### src/rtl/cpu_run_controller.sv
// Run/debug sequencer for the CPU core: byte-loads program memory under CPU reset,
// then gates the core with a clock enable for free-run, breakpoint and single-step.
module cpu_run_controller #(
  parameter int unsigned ADDR_W = 4,
  parameter int unsigned CYC_W  = 16
) (
  input  logic              clk,
  input  logic              reset,
  input  logic              cmd_valid,
  input  logic [1:0]        cmd,
  output logic              cmd_ready,
  input  logic              ld_valid,
  input  logic [7:0]        ld_data,
  output logic              ld_ready,
  output logic              prog_we,
  output logic [ADDR_W-1:0] prog_addr,
  output logic [7:0]        prog_wdata,
  output logic              cpu_rst,
  output logic              cpu_en,
  input  logic [ADDR_W-1:0] cpu_pc,
  input  logic              cpu_halt,
  input  logic              bkpt_en,
  input  logic [ADDR_W-1:0] bkpt_addr,
  output logic [2:0]        state,
  output logic [CYC_W-1:0]  cyc_count,
  output logic              done
);

  typedef enum logic [2:0] {
    S_IDLE  = 3'd0,
    S_LOAD  = 3'd1,
    S_RUN   = 3'd2,
    S_STEP  = 3'd3,
    S_PAUSE = 3'd4
  } state_t;

  typedef enum logic [1:0] {
    C_LOAD = 2'd0,
    C_RUN  = 2'd1,
    C_STEP = 2'd2,
    C_HALT = 2'd3
  } cmd_t;

  localparam logic [ADDR_W-1:0] LAST_ADDR = '1;
  localparam logic [CYC_W-1:0]  CYC_MAX   = '1;

  state_t            cur, nxt;
  cmd_t              cmd_code;
  logic [ADDR_W-1:0] ptr, ptr_nxt;
  logic              skip, skip_nxt;
  logic              done_nxt;
  logic              clr_cyc;
  logic              cmd_load, cmd_run, cmd_step, cmd_halt;
  logic              byte_acc, last_byte;
  logic              bkpt_hit, stop;

  assign cmd_code  = cmd_t'(cmd);
  assign cmd_load  = cmd_valid && (cmd_code == C_LOAD);
  assign cmd_run   = cmd_valid && (cmd_code == C_RUN);
  assign cmd_step  = cmd_valid && (cmd_code == C_STEP);
  assign cmd_halt  = cmd_valid && (cmd_code == C_HALT);

  assign byte_acc  = ld_valid && ld_ready;
  assign last_byte = (ptr == LAST_ADDR);

  // skip masks the breakpoint for the first RUN cycle after a resume
  assign bkpt_hit  = bkpt_en && (cpu_pc == bkpt_addr) && !skip;
  assign stop      = cpu_halt || bkpt_hit || cmd_halt;

  assign state     = cur;

  always_ff @(posedge clk) begin
    if (reset) begin
      cur  <= S_IDLE;
      ptr  <= '0;
      skip <= 1'b0;
      done <= 1'b0;
    end else begin
      cur  <= nxt;
      ptr  <= ptr_nxt;
      skip <= skip_nxt;
      done <= done_nxt;
    end
  end

  always_comb begin
    nxt      = cur;
    ptr_nxt  = ptr;
    skip_nxt = skip;
    done_nxt = 1'b0;
    clr_cyc  = 1'b0;
    case (cur)
      S_IDLE: begin
        if (cmd_load) begin
          nxt     = S_LOAD;
          ptr_nxt = '0;
        end else if (cmd_run) begin
          nxt      = S_RUN;
          skip_nxt = 1'b0;
          clr_cyc  = 1'b1;
        end else if (cmd_step) begin
          nxt     = S_STEP;
          clr_cyc = 1'b1;
        end
      end
      S_LOAD: begin
        if (byte_acc) ptr_nxt = ptr + ADDR_W'(1);
        // an abort wins over completion, but the accepted byte is still written
        if (cmd_halt) begin
          nxt = S_IDLE;
        end else if (byte_acc && last_byte) begin
          nxt      = S_IDLE;
          done_nxt = 1'b1;
        end
      end
      S_RUN: begin
        skip_nxt = 1'b0;
        if (stop) begin
          nxt      = S_PAUSE;
          done_nxt = !cmd_halt;
        end
      end
      S_STEP: begin
        if (cmd_halt) begin
          nxt = S_IDLE;
        end else begin
          nxt      = S_PAUSE;
          done_nxt = 1'b1;
        end
      end
      S_PAUSE: begin
        if (cmd_run) begin
          nxt      = S_RUN;
          skip_nxt = 1'b1;
        end else if (cmd_step) begin
          nxt = S_STEP;
        end else if (cmd_load) begin
          nxt     = S_LOAD;
          ptr_nxt = '0;
        end else if (cmd_halt) begin
          nxt = S_IDLE;
        end
      end
      default: nxt = S_IDLE;
    endcase
  end

  always_comb begin
    cmd_ready = 1'b1;
    cpu_rst   = 1'b0;
    ld_ready  = 1'b0;
    cpu_en    = 1'b0;
    case (cur)
      S_IDLE:  cpu_rst = 1'b1;
      S_LOAD: begin
        cpu_rst  = 1'b1;
        ld_ready = 1'b1;
      end
      S_RUN:   cpu_en = !stop;
      S_STEP:  cpu_en = !cpu_halt;
      default: cpu_en = 1'b0;
    endcase
  end

  always_ff @(posedge clk) begin
    if (reset) begin
      prog_we    <= 1'b0;
      prog_addr  <= '0;
      prog_wdata <= '0;
    end else begin
      prog_we <= byte_acc;
      if (byte_acc) begin
        prog_addr  <= ptr;
        prog_wdata <= ld_data;
      end
    end
  end

  always_ff @(posedge clk) begin
    if (reset) begin
      cyc_count <= '0;
    end else if (clr_cyc) begin
      cyc_count <= '0;
    end else if (cpu_en && (cyc_count != CYC_MAX)) begin
      cyc_count <= cyc_count + CYC_W'(1);
    end
  end

endmodule

### config.mk
export PLATFORM = sky130hd
export DESIGN_NAME = cpu_run_controller
export DESIGN_NICKNAME = d
export VERILOG_FILES = /design/src/rtl/cpu_run_controller.sv
export SDC_FILE = /design/constraint.sdc
export NUM_CORES = 1
export LEC_CHECK = 0
export BUFFER_PORTS_ARGS = -buffer_cell sky130_fd_sc_hd__buf_2
export CORE_MARGIN = 8
export CORE_UTILIZATION = 28
export CTS_CLUSTER_DIAMETER = 40
export DETAILED_ROUTE_END_ITERATION = 6
export PLACE_DENSITY_LB_ADDON = 0.2
export SYNTH_ARGS = -nofsm -noshare
export SYNTH_HDL_FRONTEND = slang
export SYNTH_SLANG_ARGS = --single-unit
### constraint.sdc
create_clock -name clk -period 4.6 [get_ports clk]
set_input_delay 0.23 -clock clk [delete_from_list [all_inputs] [get_ports clk]]
set_output_delay 0.23 -clock clk [all_outputs]
set_load 0.1 [all_outputs]
==> metrics.txt, run 1 <==
status=completed; Synth Area in XOR/XNOR=0.03538; Clock Path Buffers=2; core area=around 7000 um^2; dpl cells=around 380; vias in the first global route=1870; mean post-synth cell area=about 8 um^2; DR vias/cell=4.841; Inserted Diodes=0; mux contribution to synthesized area=0.01011; Data arrival, critical path=2.09 ns; Post-synth ARST share=0; HP Start=ld_data[4]; fin. max-slew vios=0; Post-Syn Area=just under 2000 um^2; Setup Skew=0.007725 ns; worst slew pin tran=0.7474 ns; CTS buffer count=5; Nets=~320; post-layout min period=2.324 ns; fillers=760; Starting Density=0.2899; yosys synthesis warning count=0; DRC=0; largest family of logic cells by synthesized area=simple AND/OR/NAND/NOR gates; Total Die Area=roughly 10000 um^2; clk sinks=38; PnR worst setup slack=2.276 ns; gr ovfl total=0; initial antenna violation count=0; Layout area overhead=21.35%; Initial DRC Count=just under 80; final setup vio count=0; clk_lat worst skew=0.29 ns; Syn Nets=around 270; Rel. slew slack=0.4989; leakage=about 0.00092 uW; CTS resizes=0; Avg WL per Cell=between 10 and 15 um; synthesized flop and latch total=38; Tot GR Track Use=0.1111; WHS=roughly 0.17 ns; dpl hpwl=3.799 mm; largest net degree at the start of global routing=31; fin cells=389; First-pass DRT Iterations=4; Synth Area in Compound Gates=0.2167; part of the cycle the worst path needs=0.5052; CP startpoint=state[1]$_SDFFE_PP0P_; Routability Congestion=just under 0.8; final hold violations=0; Worst path slowest cell=dfxtp_1; worst hold path class=in2reg; fin util=0.3518; Post-synth EDFFs=0; Max Fanout on Critical Path=30; VDD IR max=0.1399 mV; CTS tree=done; Routed Wire Length=5.226 mm; Cell Rows=30; cell count after synthesis=roughly 240; CP required=4.37 ns; register area share after synthesis=0.3841; Worst setup EP type=output port; hold buffers post-CTS=0; count of buffer and inverter cells on the critical path=3; RSZ-0062 raised after global routing=no; Crit Reg-Reg Startpoint=state[0]$_SDFFE_PP0P_; unique cell type count in the Yosys netlist=49; Synth Area in Adders=0.01263; Critical Path Source Type=flop; slowest stage delay, CP=about 0.55 ns; Die Y=100.1 um; dpl ws=roughly 2.6 ns; CTS HTree Levels=2; Clk pin slew, worst setup/hold paths=0.08 ns; Power Density=between 300 and 400 nW/um^2; maxcap violations=0; via count=1883; DIE WIDTH=100.1 um; setup_tns=0 ns; first-pass GRT wire length=9.273 mm; post-CTS setup buffers=0; DRT antenna net count=0; Max Clk Rate=between 0.4 and 0.5 GHz; worst reg-to-reg setup slack=2.58 ns; Register Area=about 760 um^2; Post-Synth Simple-Gate Area=0.2817; multi-input logic area=1106 um^2; Crit Path Category=reg2out; layout cell share with drive strength beyond 1=0.2696; clock root buffer=clkbuf_8; crit-path leading delay family=buffers and inverters; worst-path cell chain=nor2b_4, o211a_1, o21ai_2, buf_4, inv_1, buf_2; Synth Flop Type=dfxtp_1; io pins=61; input/output buffers=59
## tightest hold or removal path: cells and delay by family
kind | cells | cell delay, ns
and+or+nand+nor | 1 | 0.04
AOI/OAI and AO/OA | 1 | 0.05
buffers and inverters | 1 | 0.09
## through the flow
stage               total power (uW)  area [um^2]
finish                         750.7         2404
global placement               512.0         2308
global route                   787.2         2404
detailed placement             511.9         2308
floorplan                      484.3         1981
CTS                            763.8         2404
## cell families after synthesis
logic type | count (synthesis)
adders and majority gates | 2
and+or+nand+nor | 106
buffers and inverters | 22
AOI/OAI and AO/OA | 63
other | 1
DFF | 38
muxes | 2
xor gates and xnor gates | 8
## final timing paths
kind,end,cells after the start
max,cpu_en,6
max reg2reg,cyc_count[15]$_SDFFE_PP0P_,5
min,prog_wdata[4]$_SDFFE_PP0P_,3
min reg2reg,prog_wdata[6]$_SDFFE_PP0P_,2
## final cells by class
cell class,instances,area share
sequential,38,0.3165
inverter,5,0.007808
tap,96,0.04997
clock buffer,6,0.03436
clock inverter,2,0.005206
multi-input combinational,182,0.4602
timing repair buffer,60,0.1260
## routing by layer
metal,vias up,track usage,wire (um)
met3,5,0.03114,310
met5,-,0,0
met4,0,0.02791,43
met2,45,0.1744,2333
met1,864,0.1453,2537
li1,969,-,-
## synthesized netlist by cell type (all sizes together) (2+ instances only)
cell	n	area, um^2
dfxtp	38	760.7
nand2	38	142.6
a21oi	31	158.9
nor2	16	60.06
buf	14	83.83
nand3	13	65.06
o31ai	11	110.1
or4	8	63.81
o21ai	7	38.78
or3	7	43.79
inv	5	18.77
nand4	5	31.28
xnor2	5	43.79
clkbuf	3	11.26
xor2	3	26.28
and2	2	12.51
and4	2	17.52
ha	2	25.02
mux2i	2	20.02
nand2b	2	12.51
nor2b	2	20.02
nor3	2	10.01
o211ai	2	15.01
o21a	2	15.01
o311ai	2	17.52
o41ai	2	17.52
or2	2	12.51
## state kept, by name, indices dropped and copies added, names as in the netlist
name	count
cyc_count	16
prog_wdata	8
prog_addr	4
ptr	4
state	3
done	1
prog_we	1
skip	1
## cell usage in the layout, fill, tap and decap left out, types with 3 or more instances in the layout
| cell | netlist | layout |
|---|---|---|
| buf_2 | 10 | 59 |
| or4_1 | 7 | 7 |
| nand3_1 | 13 | 13 |
| nor2_1 | 16 | 16 |
| xnor2_1 | 5 | 5 |
| o21ai_0 | 5 | 5 |
| inv_1 | 5 | 5 |
| nand4_1 | 5 | 5 |
| or3_1 | 7 | 7 |
| dfxtp_1 | 38 | 38 |
| clkbuf_8 | 0 | 6 |
| a21oi_1 | 30 | 30 |
| xor2_1 | 3 | 3 |
| nand2_1 | 38 | 38 |
| o31ai_1 | 9 | 9 |
## report_power, final
part           switching, uW  internal (uW)
logic                    117           37.8
registers               11.8            336
clock network            127            121
(Power assumes the default switching activity.)
==> run 2, diff against run 1 <==
--- a/config.mk
+++ b/config.mk
@@ -5,6 +5,7 @@
 export SDC_FILE = /design/constraint.sdc
 export NUM_CORES = 1
 export LEC_CHECK = 0
+export ABC_AREA = 1
 export BUFFER_PORTS_ARGS = -buffer_cell sky130_fd_sc_hd__buf_2
 export CORE_MARGIN = 8
 export CORE_UTILIZATION = 28
==> constraint.sdc (replaced) <==
create_clock -name clk -period 2.1 [get_ports clk]
set_input_delay 0.105 -clock clk [delete_from_list [all_inputs] [get_ports clk]]
set_output_delay 0.105 -clock clk [all_outputs]
set_load 0.1 [all_outputs]
==> run 2 against run 1 <==
Effect of this change:
- clock power rose by 110%
- clock skew rose by 0.0029 ns
- sequential share of layout area fell by 1.6 points
- non-clock buffer count rose by 2
- sequential cell count did not move
- sequential power rose to 2.5 times the previous value
- global-route usage fell by 0.56 points
- die area rose by 5.3%
- synthesized cell count rose by 27%
- cell count rose by 20%
- final area rose by 8.5%
- area after synthesis rose by 6.3%
- critical path type unchanged
- largest cell class unchanged
==> metrics.txt, run 2 <==
worst hold path class=in2reg; dpl hpwl=approximately 4.1 mm; number of flip-flops in the largest register=16; Critical Path Source Type=flop; DR vias/cell=4.364; part of the cycle the worst path needs=0.8904; final setup vio count=0; Max Clk Rate=0.5348 GHz; Synth Flop Type=dfxtp_1; post-CTS setup buffers=0; sequential power share=0.309; Layout area overhead=23.89%; clk sinks=38; first-pass GRT wire length=8.963 mm; leakage=around 0.0012 uW; setup_tns=0 ns; fin. max-slew vios=0; most common cell in the netlist=nand2_1; layout cell share with drive strength beyond 1=0.2935; Post-synth ARST share=0; Reg2Reg Capture Point=cyc_count[2]$_SDFFE_PP0P_; Data arrival, critical path=1.76 ns; DRT antenna net count=0; gr ovfl total=0; clock root buffer=clkbuf_8; Nets=393; input/output buffers=59; largest net degree at the start of global routing=17; DRC=0; First-pass DRT Iterations=4; Initial DRC Count=83; biggest regs=cyc_count (16), prog_wdata (8); worst reg2reg path depth=8; WHS=approximately 0.067 ns; via count=2038; Worst path slowest cell=buf_2; Syn Nets=between 300 and 400; Setup crit end=cpu_en; maxcap violations=0; core area=7253 um^2; Die Y=between 100 and 150 um; commonest non-fill, non-tap cell in the layout=nand2_1; synthesized flop and latch total=38; worst reg-to-reg setup slack=~0.35 ns; CTS resizes=0; DIE WIDTH=102.7 um; Power Density=1089 nW/um^2; Crit Reg-Reg Startpoint=cyc_count[0]$_SDFFE_PP0P_; Synth top cells by count=67 x nand2_1, 50 x nor2_1, 38 x dfxtp_1; Clock Path Buffers=2; CP startpoint=state[0]$_SDFFE_PP0P_; commonest cells after routing, fill and taps aside=66 x nand2_1, 59 x buf_2, 49 x nor2_1; CTS buffer count=5; Cell Rows=31; initial antenna violation count=0; clk_lat worst skew=0.29 ns; Tot GR Track Use=0.1055; Routability Congestion=0.8117; CTS HTree Levels=2; worst-path cell chain=nor2_1, nand2_1, a31oi_2, nand3_2, nand2_4, buf_2; vias in the first global route=1953; yosys synthesis warning count=0; Switching Share=0.5291; Comb pwr share=0.507; hold buffers post-CTS=0; slowest stage delay, CP=0.44 ns; cell count after synthesis=308; CP required=2.00 ns; total internal power=1338 uW; Crit Path Category=reg2out; Clk pin slew, worst setup/hold paths=0.08 ns; status=completed; cell taking the most area after synthesis=dfxtp_1; post-layout min period=1.870 ns; CTS tree=done; Avg WL per Cell=11.46 um; Post-synth EDFFs=0; Max Fanout on Critical Path=11; Setup Skew=between 0.01 and 0.015 ns; Inserted Diodes=0; io pins=just over 60; Worst setup EP type=output port; Routed Wire Length=approximately 5.4 mm; mean post-synth cell area=about 6.8 um^2; Starting Density=0.2903; Switch Pwr=1504 uW; final hold violations=0; Reg with most FFs=cyc_count; Post-Syn Area=2106 um^2; register area share after synthesis=0.3613; Total Die Area=roughly 11000 um^2; synth top area cells=dfxtp_1 36%, nand2_1 12%, nor2_1 8.9%; share of the synthesized area in the top cell type=0.3613; RSZ-0062 raised after global routing=no; Clk pwr share=0.184; VDD IR max=0.5855 mV; unique cell type count in the Yosys netlist=34
[run 2: worst min path at each step]
| stage | endpoint | cells past startpoint | startpoint |
|---|---|---|---|
| after floorplan | prog_wdata[0]$_SDFFE_PP0P_ | 2 | ld_data[0] |
| after global placement | prog_wdata[4]$_SDFFE_PP0P_ | 3 | ld_data[4] |
| after detailed placement | prog_wdata[4]$_SDFFE_PP0P_ | 3 | ld_data[4] |
| after CTS | prog_wdata[4]$_SDFFE_PP0P_ | 3 | ld_data[4] |
| after global routing | prog_wdata[4]$_SDFFE_PP0P_ | 3 | ld_data[4] |
| final | prog_wdata[7]$_SDFFE_PP0P_ | 3 | ld_data[7] |
[run 2: per-layer routing]
layer / track usage / routed length [um] / up-vias
met5: 0 / 0 / -
met4: 0.03950 / 65 / 0
met3: 0.03376 / 343 / 6
met2: 0.1738 / 2457 / 45
met1: 0.1247 / 2486 / 888
li1: - / - / 1099
[run 2: kinds of logic (layout without fill, tap and decap cells)]
family | count (synthesis) | after routing | synth area share
simple gates | 168 | 168 | 0.3565
fa+ha+maj | 2 | 2 | 0.01188
buf+inv | 46 | 106 | 0.09625
compound gates | 42 | 42 | 0.1266
other cells | 1 | 1 | 0.001781
xor+xnor | 11 | 11 | 0.04576
flops | 38 | 38 | 0.3613
[run 2: area by class of cell]
type,count,area (um^2)
inverter,36,137.6
clock inverter,1,5.005
tap,99,123.9
timing repair buffer,62,317.8
multi-input combinational,224,1154
clock buffer,7,86.33
fill,803,4644
sequential,38,784.5
[run 2: power by group through the flow]
stage	combinational (uW)	sequential (uW)	clock (uW)
after global routing	1530	891	587
after detailed placement	1450	894	0
final	1440	877	524
after floorplan	666	1450	0
after global placement	1460	894	0
after CTS	1460	879	557
[run 2: per-stage QoR]
stage / util / cell area (um^2) / setup WS (ns) / std cells / total power [uW]
after global placement: 0.3471 / 2517 / 0.4535 / 459 / 2349
after CTS: 0.3597 / 2609 / 0.1918 / 467 / 2893
after global routing: 0.3597 / 2609 / 0.08252 / 467 / 3011
after floorplan: - / 2143 / -0.2212 / 308 / 2117
after detailed placement: 0.3471 / 2517 / 0.3402 / 459 / 2347
final: 0.3597 / 2609 / 0.2302 / 467 / 2842
[run 2: worst max-delay path: cells and delay by family, from the launching register on]
family	cells	cell delay, ns
AOI/OAI and AO/OA	1	0.19
buffers and inverters	1	0.44
DFF	1	0.37
and+or+nand+nor	4	0.47
